File: src/rtl/output_port_unit.sv
`timescale 1ns/1ps
// -----------------------------------------------------------------------------
// output_port_unit
//
// Output-side partner of the router crossbar, one instance per output port.
// Arbitrates the per-source requests coming from the switch, locks the port
// to the winning source until that packet's TAIL flit, buffers the crossbar
// flits in a small FIFO and forwards them downstream under credit-based flow
// control.
//
// Optional feature macro: OPU_ROUND_ROBIN_EN
//   defined   : round-robin arbitration starting after the last owner
//   undefined : fixed priority, lowest requesting index wins
//
// Ports:
//   clk, rst_n       clock, asynchronous active-low reset
//   i_outport_req    per-source request vector
//   o_outport_ack    one-hot grant, high for one cycle
//   i_s2o            flit from the crossbar (all-zero bus = no flit)
//   o_link_flit      flit to the downstream link ('0 when not valid)
//   o_link_valid     o_link_flit valid this cycle
//   i_credit_return  one-cycle pulse, downstream freed one slot
//   o_busy           port locked to a source
//   o_credits        current downstream credit count
//   o_err            sticky errors: bit0 FIFO overflow, bit1 credit overflow
// -----------------------------------------------------------------------------

// Router-wide types shared with the crossbar. Port encoding is
// NORTH=0, EAST=1, SOUTH=2, WEST=3, LOCAL=4.
package router_pkg;
  localparam int NUM_OF_PORTS = 5;

  // Type 0 doubles as "no flit": the switch drives an all-zero bus when idle.
  typedef enum logic [1:0] {
    NO_FLIT   = 2'b00,
    HEAD_FLIT = 2'b01,
    BODY_FLIT = 2'b10,
    TAIL_FLIT = 2'b11
  } flit_type_t;

  typedef struct packed {
    flit_type_t flit_type;
    logic [1:0] vc;
  } flit_tail_t;

  typedef struct packed {
    logic [15:0] data;
    flit_tail_t  tail;
  } flit_t;

  typedef struct packed {
    flit_t flit;
  } router_pipeline_bus_t;
endpackage

module output_port_unit
  import router_pkg::*;
#(
  parameter int PORT_ID    = 0,
  parameter int NUM_PORTS  = NUM_OF_PORTS,
  parameter int FIFO_DEPTH = 4,
  parameter int CREDITS    = 4
) (
  input  logic                           clk,
  input  logic                           rst_n,
  input  logic [NUM_PORTS-1:0]           i_outport_req,
  output logic [NUM_PORTS-1:0]           o_outport_ack,
  input  router_pipeline_bus_t           i_s2o,
  output router_pipeline_bus_t           o_link_flit,
  output logic                           o_link_valid,
  input  logic                           i_credit_return,
  output logic                           o_busy,
  output logic [$clog2(CREDITS+1)-1:0]   o_credits,
  output logic [1:0]                     o_err
);

  localparam int PW   = $clog2(FIFO_DEPTH);
  localparam int CNTW = $clog2(FIFO_DEPTH + 1);
  localparam int CW   = $clog2(CREDITS + 1);
  localparam int OW   = (NUM_PORTS > 1) ? $clog2(NUM_PORTS) : 1;

  // Reject configurations the pointer arithmetic and port decode cannot handle.
  if (PORT_ID < 0 || PORT_ID >= NUM_PORTS) begin : g_bad_port_id
    $error("output_port_unit: PORT_ID out of range");
  end
  if (FIFO_DEPTH < 2 || (FIFO_DEPTH & (FIFO_DEPTH - 1)) != 0) begin : g_bad_depth
    $error("output_port_unit: FIFO_DEPTH must be a power of two >= 2");
  end

  typedef enum logic {IDLE = 1'b0, ACTIVE = 1'b1} state_e;

  state_e               state_q, state_d;
  logic [OW-1:0]        owner_q, owner_d;
  logic                 grant_q, grant_d;
  logic [PW-1:0]        wr_ptr_q, wr_ptr_d, rd_ptr_q, rd_ptr_d;
  logic [CNTW-1:0]      count_q, count_d;
  logic [CW-1:0]        credits_q, credits_d;
  logic [1:0]           err_q, err_d;
  logic                 link_valid_q;
  router_pipeline_bus_t link_flit_q;
  router_pipeline_bus_t mem_q [FIFO_DEPTH];

  logic          flit_valid_s, flit_tail_s, fifo_full_s, fifo_empty_s;
  logic          push_s, pop_s, drop_s, cred_ovf_s;
  logic [OW-1:0] winner_s;
  logic          found_s;

`ifdef OPU_ROUND_ROBIN_EN
  logic [OW-1:0] last_owner_q;

  // Round-robin pick: first requester strictly after the last owner.
  always_comb begin
    winner_s = '0;
    found_s  = 1'b0;
    for (int i = 1; i <= NUM_PORTS; i++) begin
      if (!found_s && i_outport_req[(int'(last_owner_q) + i) % NUM_PORTS]) begin
        found_s  = 1'b1;
        winner_s = OW'((int'(last_owner_q) + i) % NUM_PORTS);
      end else begin
        found_s  = found_s;
      end
    end
  end

  // Last-owner register; resets to the top index so source 0 wins first.
  always_ff @(posedge clk or negedge rst_n) begin
    if (!rst_n) begin
      last_owner_q <= OW'(NUM_PORTS - 1);
    end else if (grant_d) begin
      last_owner_q <= winner_s;
    end
  end
`else
  // Fixed priority pick: lowest requesting index.
  always_comb begin
    winner_s = '0;
    found_s  = 1'b0;
    for (int i = 0; i < NUM_PORTS; i++) begin
      if (!found_s && i_outport_req[i]) begin
        found_s  = 1'b1;
        winner_s = OW'(i);
      end else begin
        found_s  = found_s;
      end
    end
  end
`endif

  // Datapath qualifiers. A push on a full FIFO is still accepted when the
  // same edge pops, because the pop frees the slot being written.
  always_comb begin
    flit_valid_s = (i_s2o.flit.tail.flit_type != NO_FLIT);
    flit_tail_s  = (i_s2o.flit.tail.flit_type == TAIL_FLIT);
    fifo_full_s  = (count_q == CNTW'(FIFO_DEPTH));
    fifo_empty_s = (count_q == {CNTW{1'b0}});
    pop_s        = !fifo_empty_s && (credits_q != {CW{1'b0}});
    push_s       = (state_q == ACTIVE) && flit_valid_s && (!fifo_full_s || pop_s);
    drop_s       = flit_valid_s && ((state_q == IDLE) || (fifo_full_s && !pop_s));
    cred_ovf_s   = i_credit_return && !pop_s && (credits_q == CW'(CREDITS));
  end

  // Grant/lock FSM: grant only from IDLE with buffer room; any TAIL seen
  // while ACTIVE (even a dropped one) releases the lock.
  always_comb begin
    state_d = state_q;
    owner_d = owner_q;
    grant_d = 1'b0;
    case (state_q)
      IDLE: begin
        if ((i_outport_req != {NUM_PORTS{1'b0}}) && !fifo_full_s) begin
          grant_d = 1'b1;
          owner_d = winner_s;
          state_d = ACTIVE;
        end else begin
          state_d = IDLE;
        end
      end
      ACTIVE: begin
        if (flit_valid_s && flit_tail_s) begin
          state_d = IDLE;
        end else begin
          state_d = ACTIVE;
        end
      end
      default: state_d = IDLE;
    endcase
  end

  // FIFO pointers, occupancy, credit counter and sticky error flags.
  always_comb begin
    wr_ptr_d = push_s ? (wr_ptr_q + PW'(1)) : wr_ptr_q;
    rd_ptr_d = pop_s  ? (rd_ptr_q + PW'(1)) : rd_ptr_q;
    case ({push_s, pop_s})
      2'b10:   count_d = count_q + CNTW'(1);
      2'b01:   count_d = count_q - CNTW'(1);
      default: count_d = count_q;
    endcase
    case ({pop_s, i_credit_return})
      2'b10:   credits_d = credits_q - CW'(1);
      2'b01:   credits_d = cred_ovf_s ? credits_q : (credits_q + CW'(1));
      default: credits_d = credits_q;
    endcase
    err_d = err_q | {cred_ovf_s, drop_s};
  end

  // Control and output registers.
  always_ff @(posedge clk or negedge rst_n) begin
    if (!rst_n) begin
      state_q      <= IDLE;
      owner_q      <= '0;
      grant_q      <= 1'b0;
      wr_ptr_q     <= '0;
      rd_ptr_q     <= '0;
      count_q      <= '0;
      credits_q    <= CW'(CREDITS);
      err_q        <= 2'b00;
      link_valid_q <= 1'b0;
      link_flit_q  <= '0;
    end else begin
      state_q      <= state_d;
      owner_q      <= owner_d;
      grant_q      <= grant_d;
      wr_ptr_q     <= wr_ptr_d;
      rd_ptr_q     <= rd_ptr_d;
      count_q      <= count_d;
      credits_q    <= credits_d;
      err_q        <= err_d;
      link_valid_q <= pop_s;
      link_flit_q  <= pop_s ? mem_q[rd_ptr_q] : '0;
    end
  end

  // Flit storage; contents are don't-care while the count says empty.
  always_ff @(posedge clk) begin
    if (push_s) begin
      mem_q[wr_ptr_q] <= i_s2o;
    end
  end

  assign o_outport_ack = grant_q ? (NUM_PORTS'(1'b1) << owner_q) : {NUM_PORTS{1'b0}};
  assign o_link_flit   = link_flit_q;
  assign o_link_valid  = link_valid_q;
  assign o_busy        = (state_q == ACTIVE);
  assign o_credits     = credits_q;
  assign o_err         = err_q;

endmodule

File: config.mk
export PLATFORM = sky130hd
export DESIGN_NAME = output_port_unit
export DESIGN_NICKNAME = d
export VERILOG_FILES = /design/src/rtl/output_port_unit.sv
export SDC_FILE = /design/constraint.sdc
export NUM_CORES = 1
export LEC_CHECK = 0
export ABC_AREA = 1
export CAP_MARGIN = 20
export CORE_MARGIN = 1
export CORE_UTILIZATION = 34
export DETAILED_ROUTE_END_ITERATION = 7
export GPL_TIMING_DRIVEN = 1
export PLACE_DENSITY = 0.55
export SKIP_CTS_REPAIR_TIMING = 1
export SYNTH_ARGS = -nofsm -noshare
export SYNTH_HDL_FRONTEND = slang
export SYNTH_SLANG_ARGS = --single-unit
File: constraint.sdc
create_clock -name clk -period 2.8 [get_ports clk]
set_input_delay 0.28 -clock clk [delete_from_list [all_inputs] [get_ports clk]]
set_output_delay 0.28 -clock clk [all_outputs]
set_load 0.1 [all_outputs]
Yosys cells after proc, flatten, opt, wreduce, memory -nomap -nowiden

Memories as Yosys holds them, arrays and structs flattened.
Cells that the tools add are included.

$add $sub $neg: 6
Equality and inequality tests: 8
Shift operators: 1
Muxes and demuxes: 19
Bitwise logic cells: 2
Reductions and logical operators: 30

Operators by type and width:

| operator                                             | count |
|---|---|
| two-way mux 20 bit                                   | 1 |
| logical AND 1 bit                                    | 13 |
| one-hot mux 3 bit (2 select lines)                   | 2 |
| two-way mux 1 bit                                    | 10 |
| zero test 1 bit                                      | 7 |
| adder 3 x 1 -> 3 bit (second input constant)         | 2 |
| equality test 2 bit (second input constant)          | 3 |
| equality test 3 bit (second input constant)          | 2 |
| two-way mux 3 bit                                    | 2 |
| nonzero test 2 bit                                   | 3 |
| subtractor 3 x 1 -> 3 bit (second input constant)    | 2 |
| two-way mux 5 bit                                    | 1 |
| nonzero test 5 bit                                   | 1 |
| << shifter 1 x 3 -> 5 bit (first input constant)     | 1 |
| adder 2 x 1 -> 2 bit (second input constant)         | 2 |
| equality test 2 x 1 -> 1 bit (second input constant) | 2 |
| two-way mux 2 bit                                    | 2 |
| AND reduction 2 bit                                  | 2 |
| zero test 3 bit                                      | 1 |
| nonzero test 3 bit                                   | 1 |
| logical OR 1 bit                                     | 2 |
| != test 2 bit (second input constant)                | 1 |
| OR 2 bit                                             | 1 |
| one-hot mux 1 bit (2 select lines)                   | 1 |
| NOT 1 bit                                            | 1 |

Flip-flop bits (word level): 38
Bits in writable memories: 80
Input bits: 28
Output and inout bits: 32
Word-level logic and storage cells: 79
Memories kept: 1

Memory list:

| memory | words | width | read ports | clocked after Yosys merged registers in | write ports | RTL line | RTL |
|---|---|---|---|---|---|---|---|
| mem_q  | 4     | 20    | 1          | 0                                       | 1           | 101      | `router_pipeline_bus_t mem_q [FIFO_DEPTH];` |

Depth between registers and ports, before layout

Depth in word-level cells: 13
Gate-level depth with buffers: 10
Mapped depth without buffers: 10

Least setup slack after synthesis

OpenSTA, ideal clock, no wires.

Kind: register -> output
Start point: register owner_q[2]
End point: output port o_outport_ack[1]
Arrival: 2531 ps
Required time: 2520 ps
Setup slack: -11 ps
Cell stages (with the launch flop): 4
Path buffers: 0
Cells stage by stage: dfrtp_1 -> inv_1 -> nand2_1 -> nor3_1

Word-level cells in the longest chain between the ends: 2

RTL lines:

| item                      | RTL line | RTL |
|---|---|---|
| from (decl)               | 93       | `logic [OW-1:0] owner_q, owner_d;` |
| from (signal assigned)    | 221      | `owner_q <= owner_d;` |
| << shifter 1 x 3 -> 5 bit | 240      | `assign o_outport_ack = grant_q ? (NUM_PORTS'(1'b1) << owner_q) : {NUM_PORTS{1'b0}};` |
| two-way mux 5 bit         | 240      |  |
| to (decl)                 | 67       | `output logic [NUM_PORTS-1:0] o_outport_ack,` |

Every way passes these cells.

Worst setup path after layout

Start point: register rd_ptr_q[1]
End point: register link_flit_q (netlist bit o_link_flit[3])

Word-level cells in the longest chain between the ends: 2

RTL lines:

| item                   | RTL line | RTL |
|---|---|---|
| from (decl)            | 95       | `logic [PW-1:0] wr_ptr_q, wr_ptr_d, rd_ptr_q, rd_ptr_d;` |
| from (signal assigned) | 224      | `rd_ptr_q <= rd_ptr_d;` |
| memory (4 x 20 bit)    | --       |  |
| two-way mux 20 bit     | 229      | `link_flit_q <= pop_s ? mem_q[rd_ptr_q] : '0;` |
| to (signal assigned)   | 229      |  |
| to (decl)              | 100      | `router_pipeline_bus_t link_flit_q;` |

Every way passes these cells.
A chain may end at the register's enable or synchronous reset.

==> impl_metrics.json <==
{
  "rsz0062_at_grt": "no",
  "worstSkewPairLatency_ns": 0.41,
  "start_util_pct": 34.8,
  "synth_common_cells": "95 x nor2_1, 80 x edfxtp_1, 39 x o21ai_0, 37 x dfrtp_1, 25 x a21oi_1",
  "groute.usage.overall_pct": 14.3,
  "slew_headroom_pct": 36.8,
  "avgSynthCellArea_um2": 12.5,
  "htree_levels": 4,
  "worstMarginPinSlew_ns": 0.947,
  "synth_edf_count": 80,
  "cts_buffers": 17,
  "via_count": 2840,
  "synth_cells": 369,
  "yosys.area.top_type": "edfxtp_1",
  "drc_errors": 0,
  "yosys_warnings": 0,
  "port-buffer-count": 59,
  "slowest_delay_ns": 0.96,
  "grt_max_degree": 42,
  "cp-end-kind": "register",
  "wire_per_inst_um": 14.5,
  "cts_root_buf": "clkbuf_16",
  "antennaDiodeCount": 0,
  "r2r_end": "o_link_flit[3]$_DFF_PN0_",
  "syn_nets": 404,
  "die_x_um": 118,
  "synth.distinct_cells": 31,
  "path_delay_family": "flip-flops",
  "grt_pass1_vias": 2896,
  "grt_overflow": 0,
  "fin_crit_sh_pct": 78.8,
  "synth_most_common_cell": "nor2_1",
  "status": "finished, final reports clean",
  "clock-sinks": 118,
  "crit_required_ns": 3.12,
  "ys_top_cells_by_area": "edfxtp_1 52%, dfrtp_1 20%, nor2_1 7.7%, o21ai_0 4.2%, a21oi_1 2.7%",
  "yosys_most_used_dff": "edfxtp_1",
  "setup_viol": 0,
  "yosysTopAreaCellShare_pct": 52.2,
  "area_delta_synth_final_pct": 28.1,
  "core_area_um2": 13200,
  "skew_ns": 0.00563,
  "drive_above_1_share_pct": 20.4,
  "crit_chain": "inv_1 > nor2_1 > o21ai_0 > a21oi_1",
  "drtAntennaViolNets": 0,
  "wirelength_um": 9060,
  "cts_buffer_depth": 2,
  "reg2regPathDepth": 4,
  "row_count": 42,
  "drt-initial-drc-count": 175,
  "yosysSeqAreaShare_pct": 72.9,
  "die_area_um2": 14000,
  "final_max_slew_viol_count": 0,
  "antenna_found_initial": 1,
  "grt_pass1_wl_um": 14700,
  "chipHeight_um": 118,
  "cts_tree": "built",
  "crit_slowest_cell": "dfrtp_1",
  "period_needed_ns": 2.21,
  "worstSetupStartpointType": "register",
  "cap_viol_max_count": 0,
  "drt_pass1_iterations": 4,
  "final.fill_count": 1233,
  "pin_count": 60,
  "register_area_um2": 3350,
  "hold_viol": 0,
  "gp_congestion": 0.760,
  "rr_startpoint": "rd_ptr_q[1]$_DFFE_PN0P_",
  "syn_area_um2": 4600,
  "fmax_mhz": 453,
  "vias_per_cell": 4.53,
  "hpwl_um": 5210,
  "worst-path-max-fanout": 22,
  "path_buf_inv": 1,
  "clk_pin_slew_ns": 0.05,
  "utilization_pct": 44.5,
  "ys_seq_elements": 118,
  "ys_async_sr_fraction_pct": 32.2,
  "cp.arrival_ns": 2.53,
  "multi_input_area_um2": 1110,
  "holdCritPathClass": "input port to asynchronous set/reset pin",
  "reg2reg_slack_ns": 0.59,
  "critPathKind": "register to register",
  "fin_nets": 473
}
worst max-delay path by stage:
| stage | startpoint | to | cells after the start |
|---|---|---|---|
| after floorplan | owner_q[2]$_DFFE_PN0P_ | o_outport_ack[1] | 3 |
| after global placement | i_s2o[3] | count_q[2]$_DFFE_PN0P_ | 10 |
| after detailed placement | i_s2o[3] | count_q[2]$_DFFE_PN0P_ | 10 |
| after CTS | rd_ptr_q[1]$_DFFE_PN0P_ | o_link_flit[3]$_DFF_PN0_ | 4 |
| after global routing | rd_ptr_q[1]$_DFFE_PN0P_ | o_link_flit[9]$_DFF_PN0_ | 4 |
| final | rd_ptr_q[1]$_DFFE_PN0P_ | o_link_flit[3]$_DFF_PN0_ | 4 |
layer usage:
metal / vias up / global-route usage [%] / part of all wire (%)
li1: 1398 / - / -
met5: - / 0 / 0.18
met3: 12 / 4.58 / 5.2
met1: 1356 / 16.5 / 43
met4: 2 / 7.45 / 1.5
met2: 72 / 23.8 / 50
logic make-up (layout without fill, tap and decap cells):
family | count (synthesis) | after routing | share of synthesized area (%)
simple gates | 130 | 130 | 12.4
fa+ha+maj | 7 | 7 | 2.23
compound gates | 73 | 73 | 8.29
xor+xnor | 5 | 5 | 0.951
buf+inv | 36 | 118 | 3.23
flops | 118 | 118 | 72.9
layout by cell type (no fill, tap or decap), drive strengths merged:
master / Yosys / layout
o21ai: 46 / 46
o21bai: 2 / 2
nand2: 21 / 21
clkdlybuf4s50: 0 / 26
nor2: 98 / 98
nor3: 3 / 3
clkinv: 0 / 6
inv: 21 / 24
xnor2: 1 / 1
nand3b: 3 / 3
nand4: 1 / 1
buf: 9 / 39
nand3: 3 / 3
xor2: 4 / 4
clkbuf: 6 / 17
or2: 1 / 1
dfrtp: 37 / 37
dfstp: 1 / 1
bufinv: 0 / 2
fa: 2 / 2
edfxtp: 80 / 80
ha: 5 / 5
clkinvlp: 0 / 4
a21oi: 25 / 25
flip-flops by register name, summed over array words and instances (netlist names), 2 cells and up:
name,flops
count_q,3
o_link_flit,20
o_err,2
rd_ptr_q,2
o_credits,3
wr_ptr_q,2
mem_q,80
owner_q,3
layout make-up:
cell class | count | area share [%]
Clock buffer | 17 | 7.22
Sequential cell | 118 | 56.9
Tap cell | 176 | 3.74
Timing Repair Buffer | 65 | 9.34
Inverter | 21 | 1.38
Multi-Input combinational cell | 215 | 18.8
Clock inverter | 15 | 2.61
through the flow:
stage | setup TNS [ns] | hold slack (ns) | cells | setup WS, ns | instance area (um2)
final | 0 | 0.0204 | 627 | 0.593 | 5900
after global routing | 0 | 0.100 | 627 | 0.360 | 5900
after global placement | 0 | 0.473 | 595 | 0.467 | 5320
after CTS | 0 | 0.0577 | 627 | 0.577 | 5900
after detailed placement | 0 | 0.467 | 595 | 0.463 | 5320
after floorplan | -0.0336 | -0.0156 | 369 | -0.0112 | 4600
Power is not shown: default switching activity piles up to over one toggle a cycle in this logic, so the estimate is an artifact.
